[config.mk]
export PLATFORM = sky130hd
export DESIGN_NAME = time_of_week_counter
export DESIGN_NICKNAME = d
export VERILOG_FILES = /design/src/rtl/time_of_week_counter.sv
export SDC_FILE = /design/constraint.sdc
export NUM_CORES = 1
export LEC_CHECK = 0
export CAP_MARGIN = 30
export CORE_MARGIN = 2
export CORE_UTILIZATION = 49
export CTS_CLUSTER_DIAMETER = 100
export DETAILED_ROUTE_END_ITERATION = 10
export PLACE_DENSITY = 0.8
export SLEW_MARGIN = 30
export SYNTH_ARGS = -nofsm -noshare
export SYNTH_HDL_FRONTEND = slang
export SYNTH_SLANG_ARGS = --single-unit
[constraint.sdc]
create_clock -name Clk -period 2.25 [get_ports Clk]
set_input_delay 0.5625 -clock Clk [delete_from_list [all_inputs] [get_ports Clk]]
set_output_delay 0.5625 -clock Clk [all_outputs]
set_load 0.02 [all_outputs]
[src/rtl/time_of_week_counter.sv]
// ============================================================================
// time_of_week_counter : prescaled BCD-minute / hour / day time-of-week counter
// Revision: 1.0
// ============================================================================
`default_nettype none

module time_of_week_counter #(
    parameter int TICKS_PER_MIN = 128,
    parameter int NUM_DAYS      = 7
) (
    input  logic        Clk,
    input  logic        Clr_N,
    input  logic        Clr_CT,
    input  logic        LD_CT,
    input  logic [14:0] CTI,
    input  logic        EN_CT,
    input  logic        Inc_Min,
    input  logic        Inc_Hr,
    output logic [14:0] CTO,
    output logic        Min_Tick,
    output logic        Hr_Roll,
    output logic        Day_Roll,
    output logic        Load_Err
);

    localparam int            PW       = (TICKS_PER_MIN > 1) ? $clog2(TICKS_PER_MIN) : 1;
    localparam logic [PW-1:0] PRE_LAST = PW'(TICKS_PER_MIN - 1);
    localparam logic [2:0]    DAY_LAST = 3'(NUM_DAYS - 1);

    logic [PW-1:0] pre;
    logic [3:0]    min_u;
    logic [2:0]    min_t;
    logic [4:0]    hour;
    logic [2:0]    day;
    logic          min_tick;
    logic          hr_roll;
    logic          day_roll;
    logic          load_err;

    logic          pre_wrap;
    logic [PW-1:0] pre_next;
    logic          units_last;
    logic          tens_last;
    logic          hour_last;
    logic          min_wrap;
    logic          hour_wrap;
    logic [3:0]    adv_u;
    logic [2:0]    adv_t;
    logic [4:0]    inc_h;
    logic [4:0]    adv_h;
    logic [2:0]    adv_d;
    logic          load_ok;
    logic          manual;

    always_comb begin
        pre_wrap   = EN_CT && (pre == PRE_LAST);
        pre_next   = pre_wrap ? '0 : pre + PW'(1);

        units_last = (min_u == 4'd9);
        tens_last  = (min_t == 3'd5);
        hour_last  = (hour == 5'd23);
        min_wrap   = units_last && tens_last;
        hour_wrap  = min_wrap && hour_last;

        // Minute fields are shared by the natural and manual paths; only the
        // natural path lets the minute wrap carry onward.
        adv_u      = units_last ? 4'd0 : min_u + 4'd1;
        adv_t      = units_last ? (tens_last ? 3'd0 : min_t + 3'd1) : min_t;
        inc_h      = hour_last ? 5'd0 : hour + 5'd1;
        adv_h      = min_wrap ? inc_h : hour;
        adv_d      = hour_wrap ? ((day == DAY_LAST) ? 3'd0 : day + 3'd1) : day;

        load_ok    = (CTI[3:0] <= 4'd9) && (CTI[6:4] <= 3'd5) &&
                     (CTI[11:7] <= 5'd23) && (CTI[14:12] <= DAY_LAST);
        manual     = Inc_Min || Inc_Hr;
    end

    always_ff @(posedge Clk or negedge Clr_N) begin
        if (!Clr_N) begin
            pre      <= '0;
            min_u    <= 4'd0;
            min_t    <= 3'd0;
            hour     <= 5'd0;
            day      <= 3'd0;
            min_tick <= 1'b0;
            hr_roll  <= 1'b0;
            day_roll <= 1'b0;
            load_err <= 1'b0;
        end else if (Clr_CT) begin
            pre      <= '0;
            min_u    <= 4'd0;
            min_t    <= 3'd0;
            hour     <= 5'd0;
            day      <= 3'd0;
            min_tick <= 1'b0;
            hr_roll  <= 1'b0;
            day_roll <= 1'b0;
            load_err <= 1'b0;
        end else begin
            min_tick <= 1'b0;
            hr_roll  <= 1'b0;
            day_roll <= 1'b0;
            if (LD_CT) begin
                // A rejected load freezes the prescaler along with the time.
                if (load_ok) begin
                    min_u    <= CTI[3:0];
                    min_t    <= CTI[6:4];
                    hour     <= CTI[11:7];
                    day      <= CTI[14:12];
                    pre      <= '0;
                    load_err <= 1'b0;
                end else begin
                    load_err <= 1'b1;
                end
            end else begin
                if (EN_CT) begin
                    pre <= pre_next;
                end
                if (manual) begin
                    if (Inc_Min) begin
                        min_u <= adv_u;
                        min_t <= adv_t;
                    end
                    if (Inc_Hr) begin
                        hour <= inc_h;
                    end
                end else if (pre_wrap) begin
                    min_u    <= adv_u;
                    min_t    <= adv_t;
                    hour     <= adv_h;
                    day      <= adv_d;
                    min_tick <= 1'b1;
                    hr_roll  <= min_wrap;
                    day_roll <= hour_wrap;
                end
            end
        end
    end

    assign CTO      = {day, hour, min_t, min_u};
    assign Min_Tick = min_tick;
    assign Hr_Roll  = hr_roll;
    assign Day_Roll = day_roll;
    assign Load_Err = load_err;

endmodule

`default_nettype wire
==> results of run 1 <==
==> per-layer routing <==
layer	GRT usage	routed length [um]	vias up	part of all wire
met4	0.08511	55	0	0.013
met1	0.3066	1871	805	0.43
met5	0	0	-	0
met2	0.4451	2274	40	0.52
li1	-	-	786	-
met3	0.03313	171	8	0.039
==> registers in the layout, indices dropped and copies added (netlist names) <==
name	count
min_u	4
hour	5
Day_Roll	1
min_t	3
Hr_Roll	1
day	3
Min_Tick	1
Load_Err	1
pre	7
==> layout make-up <==
type / count / area, um2 / share of cell area
Timing Repair Buffer: 71 / 633.1 / 0.2707
Clock buffer: 4 / 36.28 / 0.01552
Inverter: 3 / 11.26 / 0.004815
Sequential cell: 26 / 650.6 / 0.2782
Tap cell: 46 / 57.56 / 0.02461
Multi-Input combinational cell: 141 / 949.7 / 0.4061
==> worst max-delay path, delay by kind of cell <==
family	cells	cell delay, ns
and+or+nand+nor	2	0.69
AOI/OAI and AO/OA	1	0.30
muxes	1	0.33
buffers and inverters	1	0.50
==> layout by cell type (no fill, tap or decap), types with 2 or more instances in the layout <==
master,netlist,routed
a21oi_1,17,17
a22o_1,2,2
buf_4,0,31
nor2_1,25,25
o31ai_1,2,2
o22a_1,2,2
o41ai_1,5,5
o21ai_0,14,14
nor2b_1,2,2
ha_1,2,2
mux2_2,4,4
dfrtp_1,26,26
xnor2_1,4,4
nand2b_1,4,4
a31oi_1,2,2
clkbuf_4,0,3
nor3_1,4,4
nand2_1,14,14
and3_1,2,2
clkdlybuf4s50_1,0,40
nand3_1,4,4
o31ai_4,2,2
mux2_4,4,4
nor3b_1,2,2
o21a_1,2,2
inv_1,2,2
==> metrics by stage <==
step                worst slack, ns  power [mW]  instance area, um2  std cells  hold WS [ns]
global placement            -0.2131      0.9659                2302        287        0.4735
detailed placement          -0.2432      0.9803                2302        287        0.5003
finish                      0.09480       1.222                2338        291        0.5222
floorplan                    0.2316      0.7780                1642        177        0.2669
CTS                          0.1066       1.218                2338        291        0.5346
global route                0.05035       1.278                2338        291        0.5631
==> power by group through the flow <==
stage | combinational, mW | clock (mW) | sequential, mW
after floorplan | 0.168 | 0 | 0.610
after global placement | 0.393 | 0 | 0.573
after detailed placement | 0.403 | 0 | 0.578
after CTS | 0.405 | 0.242 | 0.570
after global routing | 0.439 | 0.260 | 0.579
final | 0.404 | 0.246 | 0.571
==> final timing paths <==
check                         start       end  slack [ns]
setup / recovery              EN_CT   hour[3]        0.09
hold / removal             Load_Err  Load_Err        0.52
setup reg to reg             pre[0]   hour[3]        0.21
hold reg to reg            Load_Err  Load_Err        0.52
max in group asynchronous     Clr_N  min_u[2]        1.41
min in group asynchronous     Clr_N    pre[0]        0.57
==> cells in the mapped netlist, drive strengths merged (3+ instances only) <==
cell type,number
dfrtp,26
nor2,25
a21oi,17
nand2,14
o21ai,14
mux2,8
buf,5
nand3,5
o41ai,5
nand2b,4
nor3,4
o31ai,4
xnor2,4
inv,3
==> cells by family after synthesis <==
group | Yosys count | synth area share
and+or+nand+nor | 70 | 0.2279
AOI/OAI and AO/OA | 56 | 0.2439
DFF | 26 | 0.3963
buffers and inverters | 10 | 0.02515
muxes | 9 | 0.07012
xor gates and xnor gates | 4 | 0.02134
adders and majority gates | 2 | 0.01524
==> results.sh, run 1 <==
export IMPL_drtIter0Drc=77
export IMPL_ys_ff_latch=26
export IMPL_fillCellCount=254
export IMPL_grt_pass1_vias=1636
export IMPL_power_switching_mw=0.3948
export IMPL_dieArea_mm2=0.003829
export IMPL_setup_viol_count_final=0
export IMPL_grtUsageTotal=0.2487
export IMPL_synth_edf_count=0
export IMPL_path_cells="clkdlybuf4s50_1 > nand4_1 > or4_4 > a21boi_4 > mux2_4"
export IMPL_fin_crit_ns=2.155
export IMPL_initial_core_util=0.4998
export IMPL_leakage_nw=0.9867
export IMPL_root_buffer="clkbuf_4"
export IMPL_antenna_cells=0
export IMPL_yosysUniqueCellTypes=49
export IMPL_die_h_um=61.88
export IMPL_setup_tns_ns=0
export IMPL_fin_nets=270
export IMPL_cap_violations=0
export IMPL_gr_total_overflow=0
export IMPL_synthToLayoutAreaGrowth_pct=42.45
export IMPL_vias=1639
export IMPL_cts_setup_buffers=0
export IMPL_status="finished, final reports clean"
export IMPL_cts_hold_fix_buffers=0
export IMPL_slew_violations=0
export IMPL_syn_nets=201
export IMPL_slew_headroom=0.6455
export IMPL_cts_max_level=1
export IMPL_crit_path_start_kind="input port"
export IMPL_min_path_cells=2
export IMPL_detail_route_first_pass_iterations=4
export IMPL_required_ns=2.49
export IMPL_fin_skew_ns=0.01844
export IMPL_max_freq_mhz=464.0
export IMPL_place_gp_congestion=0.8520
export IMPL_pin_count=41
export IMPL_yosys_area_top_type_share=0.3963
export IMPL_dp_hpwl_mm=3.360
export IMPL_vias_per_cell=5.632
export IMPL_path_class="in2reg"
export IMPL_portBuffers=40
export IMPL_cts_clk_slew_worst_paths_ns=0.16
export IMPL_cts_tree="built"
export IMPL_wl_per_cell_um=15.02
export IMPL_syn_inst=177
export IMPL_antenna_left=0
export IMPL_grt_antenna_before_repair=0
export IMPL_grt_max_degree=27
export IMPL_fin_crit_sh=0.9579
export IMPL_core_area_mm2=0.003284
export IMPL_hold_viol=0
export IMPL_cts_resized_gates=0
export IMPL_synth_largest_area_cell="dfrtp_1"
export IMPL_clk_latency_ns=0.33
export IMPL_rsz0062_at_grt="false"
export IMPL_cts_sinks=26
export IMPL_reg2regPathDepth=5
export IMPL_synth_ff_type="dfrtp_1"
export IMPL_holdCritPathClass="reg2reg"
export IMPL_grt_pass1_wl_mm=7.169
export IMPL_power_clock_fraction=0.202
export IMPL_rows=21
export IMPL_cp_end_kind="register"
export IMPL_cpPeakStageDelay_ns=0.55
export IMPL_cts_max_path_buffers=2
export IMPL_syn_avg_cell_area_um2=9.274
export IMPL_drc=0
export IMPL_synth_seq_area_share=0.3963
export IMPL_crit_fanout=6
export IMPL_synth_area_leaders="dfrtp_1 40%, nor2_1 5.7%, a21oi_1 5.2%"
export IMPL_cp_slowest_cell="or4_4"
export IMPL_intPower_mw=0.8274
export IMPL_synth_area_mm2=0.001642
export IMPL_pwr_share_comb=0.331
export IMPL_worst_pin_slew_ns=0.5308
export IMPL_power_density_mw_per_mm2=522.6
export IMPL_final_core_utilization=0.7120
export IMPL_yosysWarnings=0
export IMPL_drive_gt1_frac=0.2163
export IMPL_p_seq_frac=0.467
export IMPL_cts_buffers=3
export IMPL_synthArstFlopShare=1.000
export IMPL_cp_arrival_ns=2.40
export IMPL_switching_share=0.3231
export IMPL_die_x_um=61.88
export IMPL_wl_mm=4.371
export IMPL_vdd_ir_drop_worst_mv=0.2846
(Power assumes the default switching activity.)
==> run 2: changes to the inputs <==
Settings changed: CAP_MARGIN 30 to 20, CORE_UTILIZATION 49 to 53, PLACE_DENSITY 0.8 to 0.85.
Clock period 2.25 ns to 2.6 ns, I/O delays scaled along.
==> results.sh, run 2 (synthesis gave the netlist of run 1 again) <==
export IMPL_power_density_mw_per_mm2=470.3
export IMPL_final_core_utilization=0.7358
export IMPL_cts_setup_buffers=0
export IMPL_largest_reg_flops=7
export IMPL_required_ns=2.85
export IMPL_wl_per_cell_um=16.41
export IMPL_path_class="in2reg"
export IMPL_cts_sinks=26
export IMPL_leakage_nw=0.9141
export IMPL_core_area_mm2=0.003003
export IMPL_setup_viol_count_final=0
export IMPL_worst_path_most_repeated_cell="o21ai_0"
export IMPL_initial_core_util=0.5467
export IMPL_holdCritPathClass="reg2reg"
export IMPL_cts_max_path_buffers=2
export IMPL_wl_mm=4.315
export IMPL_cp_arrival_ns=2.55
export IMPL_gr_total_overflow=0
export IMPL_crit_path_start_kind="input port"
export IMPL_clk_latency_ns=0.33
export IMPL_cts_clk_slew_worst_paths_ns=0.13
export IMPL_layout_commonest_cell="clkdlybuf4s50_1"
export IMPL_antenna_cells=0
export IMPL_antenna_left=0
export IMPL_synthToLayoutAreaGrowth_pct=34.60
export IMPL_vdd_ir_drop_worst_mv=0.2799
export IMPL_grt_pass1_wl_mm=7.017
export IMPL_critPathTopFamily="compound AO/OA/AOI/OAI gates"
export IMPL_dp_hpwl_mm=3.358
export IMPL_dieArea_mm2=0.003559
export IMPL_most_common_layout_cells="40 x clkdlybuf4s50_1, 26 x dfrtp_1, 25 x nor2_1"
export IMPL_status="finished, final reports clean"
export IMPL_cts_tree="built"
export IMPL_grt_max_degree=27
export IMPL_crit_buf_inv=2
export IMPL_place_gp_congestion=0.8436
export IMPL_vias_per_cell=6.068
export IMPL_slew_headroom=0.5327
export IMPL_detail_route_first_pass_iterations=4
export IMPL_crit_fanout=13
export IMPL_cap_violations=0
export IMPL_vias=1596
export IMPL_drive_gt1_frac=0.1652
export IMPL_die_x_um=59.66
export IMPL_fin_nets=255
export IMPL_grtUsageTotal=0.2577
export IMPL_grt_antenna_before_repair=0
export IMPL_die_h_um=59.66
export IMPL_rsz0062_at_grt="false"
export IMPL_final_area_mm2=0.002210
export IMPL_root_buffer="clkbuf_4"
export IMPL_r2r_setup_slack_ns=0.41
export IMPL_fin_skew_ns=0.009583
export IMPL_fin_crit_sh=0.8862
export IMPL_placed_area_mm2=0.002173
export IMPL_path_cells="clkdlybuf4s50_1 > o21a_1 > nor4_1 > a211oi_2 > buf_4 > o21ai_0 > o21ai_0"
export IMPL_fin_crit_ns=2.304
export IMPL_drc=0
export IMPL_rows=20
export IMPL_cts_max_level=1
export IMPL_cp_end_kind="register"
export IMPL_cts_buffers=3
export IMPL_slew_violations=0
export IMPL_cts_hold_fix_buffers=0
export IMPL_hold_viol=0
export IMPL_cts_resized_gates=0
export IMPL_grt_pass1_vias=1590
export IMPL_max_freq_mhz=434.0
export IMPL_portBuffers=40
export IMPL_top_register="pre"
export IMPL_pin_count=41
export IMPL_top_regs="pre: 7 flops, hour: 5 flops, min_u: 4 flops"
export IMPL_cp_slowest_cell="a211oi_2"
export IMPL_cpPeakStageDelay_ns=0.61
export IMPL_worst_pin_slew_ns=0.6997
export IMPL_drtIter0Drc=109
==> run 2: final cells by class <==
class	instances	area (um2)
fillers	230	793.3
repair buffers	56	520.5
multi-input cells	141	949.7
flip-flops and latches	26	650.6
clock buffers	4	36.28
well taps	33	41.29
inverters	3	11.26
==> run 2: worst paths after layout <==
kind / cells after the start / from / end
max in group asynchronous: 2 / Clr_N / min_u[2]
min: 2 / Load_Err / Load_Err
max: 7 / CTI[1] / pre[2]
max reg2reg: 5 / pre[0] / hour[0]
min reg2reg: 2 / Load_Err / Load_Err
min in group asynchronous: 2 / Clr_N / pre[1]
==> run 2: per-layer routing <==
| layer | GRT usage | wire (um) | up-vias |
|---|---|---|---|
| li1 | - | - | 754 |
| met1 | 0.3187 | 1888 | 783 |
| met2 | 0.4457 | 2177 | 54 |
| met3 | 0.04762 | 199 | 5 |
| met4 | 0.09206 | 49 | 0 |
| met5 | 0 | 0 | - |
==> run 2: where the power goes <==
| part | internal, mW | switching [mW] |
|---|---|---|
| Sequential | 0.438 | 0.0563 |
| Combinational | 0.180 | 0.155 |
| Clock | 0.0858 | 0.124 |
==> run 2: per-stage QoR <==
step                hold slack [ns]  power [mW]  setup TNS, ns  std cells  setup slack [ns]
finish                       0.5190       1.039              0        263            0.2960
global route                 0.5575       1.091              0        263            0.1911
CTS                          0.5168       1.038              0        263            0.3150
detailed placement           0.4851      0.8343        -0.2046        259          -0.04884
global placement             0.4785      0.8206              0        259           0.03154
floorplan                    0.3544      0.6733              0        177            0.4941
==> run 2: worst register-to-register path: cells and delay by family, from the launching register on <==
kind / cells / cell delay (ns)
adder cells (fa/ha/maj): 1 / 0.23
AO/OA/AOI/OAI: 1 / 0.31
multiplexers: 1 / 0.33
AND/OR/NAND/NOR: 2 / 0.79
flip-flops: 1 / 0.44
